<file path="config.mk">
export PLATFORM = sky130hd
export DESIGN_NAME = instruction_fetch_stage
export DESIGN_NICKNAME = d
export VERILOG_FILES = /design/src/rtl/instruction_fetch_stage.sv
export SDC_FILE = /design/constraint.sdc
export NUM_CORES = 1
export LEC_CHECK = 0
export CAP_MARGIN = 30
export CORE_AREA = 2 2 146 183
export DETAILED_ROUTE_END_ITERATION = 7
export DIE_AREA = 0 0 148 185
export SYNTH_ARGS = -nofsm -noshare
export SYNTH_HDL_FRONTEND = slang
export SYNTH_SLANG_ARGS = --single-unit
export TNS_END_PERCENT = 50
</file>
<file path="constraint.sdc">
create_clock -name clk -period 7.7 [get_ports clk]
set_input_delay 1.54 -clock clk [delete_from_list [all_inputs] [get_ports clk]]
set_output_delay 1.54 -clock clk [all_outputs]
set_load 0.02 [all_outputs]
</file>
<file path="src/rtl/instruction_fetch_stage.sv">
// Instruction fetch stage for an RV32 core.
// Keeps the PC and issues one read per cycle to a synchronous instruction
// memory that answers one cycle later. The returned word and its PC are
// registered into the IF/ID register. When the stage is stalled, a response
// that is already in flight is parked in a one-entry skid buffer. A redirect
// restarts fetching at a new target and takes priority over a stall.
module instruction_fetch_stage #(
  parameter logic [31:0] RESET_PC = 32'h0000_0000
) (
  input  logic        clk,
  input  logic        reset,
  input  logic        stall,
  input  logic        redirect_valid,
  input  logic [31:0] redirect_pc,
  output logic        imem_req,
  output logic [31:0] imem_addr,
  input  logic [31:0] imem_rdata,
  output logic        out_valid,
  output logic [31:0] out_pc,
  output logic [31:0] out_instruction
);

  localparam logic [31:0] NOP_INSTR = 32'h0000_0013;  // addi x0, x0, 0

  // Fetch PCs are word aligned. Bits [1:0] of RESET_PC are forced to zero,
  // so a misconfigured parameter cannot produce an unaligned fetch.
  localparam logic [31:0] START_PC = {RESET_PC[31:2], 2'b00};

  // One fetched instruction together with the PC it was read from.
  typedef struct packed {
    logic [31:0] pc;
    logic [31:0] instr;
  } fetch_t;

  logic [31:0] pc;             // address of the next request
  logic        resp_pending;   // imem_rdata carries a response this cycle
  logic [31:0] resp_pc;        // PC of the response in flight
  logic        hold_valid;     // skid buffer occupied
  fetch_t      hold;           // skid buffer contents
  fetch_t      resp;           // response currently on the memory bus
  logic [31:0] redirect_target;

  // Bits [1:0] of the redirect target are dropped on purpose.
  logic unused_redirect_lsbs;
  assign unused_redirect_lsbs = ^redirect_pc[1:0];

  assign redirect_target = {redirect_pc[31:2], 2'b00};
  assign resp            = '{pc: resp_pc, instr: imem_rdata};

  // A request goes out whenever the stage is free to advance. A stall blocks
  // the request, so at most one response is in flight while the stage waits.
  // This is why a single skid entry is enough.
  assign imem_req  = !reset && !stall && !redirect_valid;
  assign imem_addr = pc;

  // PC and request tracking: advance on each issued request, jump on redirect.
  always_ff @(posedge clk) begin
    // NOTE: non-blocking assignments on every register, so all of them take
    // the values from before the edge regardless of statement order.
    if (reset) begin
      pc           <= START_PC;
      resp_pending <= 1'b0;
    end else if (imem_req) begin
      pc           <= pc + 32'd4;  // 32'hFFFF_FFFC wraps to 0
      resp_pending <= 1'b1;
    end else begin
      resp_pending <= 1'b0;
      if (redirect_valid) begin
        pc <= redirect_target;
      end
    end
  end

  // PC of the word in flight. This is a data-only register, so it has no reset.
  always_ff @(posedge clk) begin
    // NOTE: data registers like this one are left unreset on purpose. The
    // matching valid flag (here resp_pending) is what resets and qualifies
    // them, which keeps the reset net off the wide datapath.
    if (imem_req) begin
      resp_pc <= pc;
    end
  end

  // Skid buffer data: capture a response that arrives while stalled.
  always_ff @(posedge clk) begin
    if (!reset && !redirect_valid && stall && resp_pending) begin
      hold <= resp;
    end
  end

  // Skid occupancy and the IF/ID register, in priority order:
  // reset, then redirect, then stall, then normal advance.
  always_ff @(posedge clk) begin
    if (reset) begin
      hold_valid      <= 1'b0;
      out_valid       <= 1'b0;
      out_pc          <= 32'h0000_0000;
      out_instruction <= NOP_INSTR;
    end else if (redirect_valid) begin
      // Wrong-path work is squashed. out_pc and out_instruction keep their
      // values, and out_valid marks them as stale.
      hold_valid <= 1'b0;
      out_valid  <= 1'b0;
    end else if (stall) begin
      // IF/ID holds. A response landing now is parked in the skid buffer.
      if (resp_pending) begin
        hold_valid <= 1'b1;
      end
    end else if (hold_valid) begin
      hold_valid      <= 1'b0;
      out_valid       <= 1'b1;
      out_pc          <= hold.pc;
      out_instruction <= hold.instr;
    end else if (resp_pending) begin
      out_valid       <= 1'b1;
      out_pc          <= resp.pc;
      out_instruction <= resp.instr;
    end else begin
      out_valid <= 1'b0;  // bubble
    end
  end

endmodule
</file>
==> out/metrics.cfg <==
[timing]
slew_headroom_pct=30.17
setup_tns_ps=0
hold_viol=0
period_share_pct=62.44
finalCriticalPeriod_ps=4808
worst_slack_ps=2892
drv_slew=0
worstMarginPinSlew_ps=1038
setup_viol=0
max_freq_ghz=0.2080
rsz0062_at_grt=false
finalClockSkew_ps=11.15

[power]
fin_total_pwr_mw=2.154
vdd_drop_max_mv=0.1205
power_density_mw_per_mm2=218.2
p_leak_nw=3.062

[setup_path]
r2r_cells=4
crit_start=stall
arrival_ps=3270
endpoint_kind=primary output
worstSetupPathType=in2out
start_kind=input port
rrSetupSlack_ps=5140
r2r-start=imem_addr[2]
cp_max_fo=16
cp.required_ps=6160

[clock_network]
cts_made_buffers=17
clock-sinks=187
clock_latency_ps=440
hold_buffers=0
ctsResizeCount=0
cts_tree=yes
root_buffer=clkbuf_16
path_clk_slew_ps=70
cts_buffer_depth=2
postCtsSetupBuffers=0
cts-htree-levels=4

[placement]
numPortBuffers=159
dp_cells=1069
pre_cts_ws_ps=2889
dp_hpwl_um=11600
gp_congestion=0.8149

[floorplan]
die-area_mm2=0.02738
io_pins=166
core_mm2=0.02576
start_util_pct=28.51
die_w_um=148
fp.dieH_um=185
row_count=66

[finish]
layout-drive-gt1-share_pct=6.965
final.fill_count=2542
multi_input_area_mm2=0.002474
area_delta_synth_final_pct=34.40
nets=817
antennaDiodeCount=0
seqCellArea_mm2=0.004668
final_cells=1101

[synthesis]
synth_cell_types=43
syn_inst=606
synth_ff_type=dfxtp_1
syn_avg_cell_area_um2=12.12
yosysMostFrequentCell=dfxtp_1
yosysSeqAreaShare_pct=63.51
yosys-top-cells-count=dfxtp_1 (95), edfxtp_1 (92), nor2_1 (92), a211oi_1 (68), mux2i_1 (64)
synth-seq-cells=187
async_flop_share_pct=0
synth_edf_count=92
yosysTopAreaCellShare_pct=37.61
yosysTopAreaCell=edfxtp_1
yosys-top-cells-area=edfxtp_1 (38%), dfxtp_1 (26%), mux2i_1 (8.7%)
yosysWarnings=0
synthesis.area_mm2=0.007345

[worst_hold_path]
min-delay-start=resp_pc[19]
min_path_cells=0
holdCritPathClass=reg2reg

[detailed_routing]
wl_per_cell_um=16.03
wl_um=17650
ant_nets=0
vias_per_cell=4.665
drt_iter0_markers=249
dr.pass1.iters=4
vias=5136
route.detailed.drc=0

[run]
cap_violations=0

[global_routing]
grt_usage_pct=13.01
first_global_vias=4994
grt_antenna_before_repair=0
grt_max_degree=79
grt_overflow_total=0
grt_pass1_wl_um=27550

[run_status]
status=finished clean

[final cells by class]
type                            instances  area share [%]
Clock buffer                           19           4.703
Tap cell                              340           4.310
Sequential cell                       187           47.29
Inverter                                7          0.2662
Timing Repair Buffer                  168           17.19
Clock inverter                         13           1.179
Multi-Input combinational cell        367           25.06
[cells by family (layout without fill, tap and decap cells)]
| family | Yosys count | in the layout | synth area share (%) |
|---|---|---|---|
| buffers and inverters | 55 | 207 | 3.118 |
| and+or+nand+nor | 180 | 180 | 12.23 |
| AOI/OAI and AO/OA | 109 | 109 | 11.12 |
| other | 1 | 4 | 0.05106 |
| DFF | 187 | 187 | 63.51 |
| adders and majority gates | 1 | 1 | 0.1703 |
| xor gates and xnor gates | 9 | 9 | 1.073 |
| muxes | 64 | 64 | 8.722 |
[routing by layer]
layer / GRT usage, % / wire length [um] / part of all wire, % / vias up
met4: 4.762 / 279 / 1.6 / 0
met3: 3.079 / 737 / 4.2 / 19
met2: 21.00 / 8330 / 47 / 128
met5: 0 / 0 / 0 / -
li1: - / - / - / 2567
met1: 17.01 / 8303 / 47 / 2422
[cell usage in the layout, fill, tap and decap left out, drive strengths merged, types with 3 or more instances in the layout]
cell type,count
edfxtp,92
or4,9
a211oi,68
clkdlybuf4s50,158
nor2b,3
clkbuf,19
buf,10
dfxtp,95
o31ai,6
o211ai,3
mux2i,64
nand4,10
conb,4
nor2,92
nand2,16
a2111oi,3
a21oi,5
nand3,8
or2,3
or3,12
nor4,8
o21ai,7
nand4b,4
xnor2,7
nor3,7
inv,18
a311oi,13
nand3b,3
[where the power goes]
part	switching (mW)	internal [mW]	leakage (nW)
clock network	0.424	0.457	0.293
registers	0.0287	1.07	1.62
logic	0.0875	0.0877	1.15
total	0.540	1.61	3.06
[path summary, 6_finish.rpt]
path	end
hold / removal	hold[51]
setup / recovery	imem_req
setup reg to reg	imem_addr[17]
hold reg to reg	hold[51]
[flip-flops by register name, indices dropped and copies added, names as in the netlist]
| name | cells |
|---|---|
| resp_pending | 1 |
| resp_pc | 30 |
| out_valid | 1 |
| hold_valid | 1 |
| hold | 62 |
| out_instruction | 32 |
| out_pc | 30 |
| imem_addr | 30 |
[worst max-delay path, cell delays in order]
cell,delay [ps]
clkdlybuf4s50_1,750
nor3_2,330
clkdlybuf4s50_1,640
[metrics by stage]
stage               utilization (%)  hold WS, ps  instance area (um2)
floorplan                         -        425.7                 7356
global placement              35.84        436.6                 9235
detailed placement            36.06        442.9                 9290
CTS                           38.31        460.5                 9871
global route                  38.31        469.0                 9871
finish                        38.31        457.2                 9871
(Power assumes the default switching activity.)
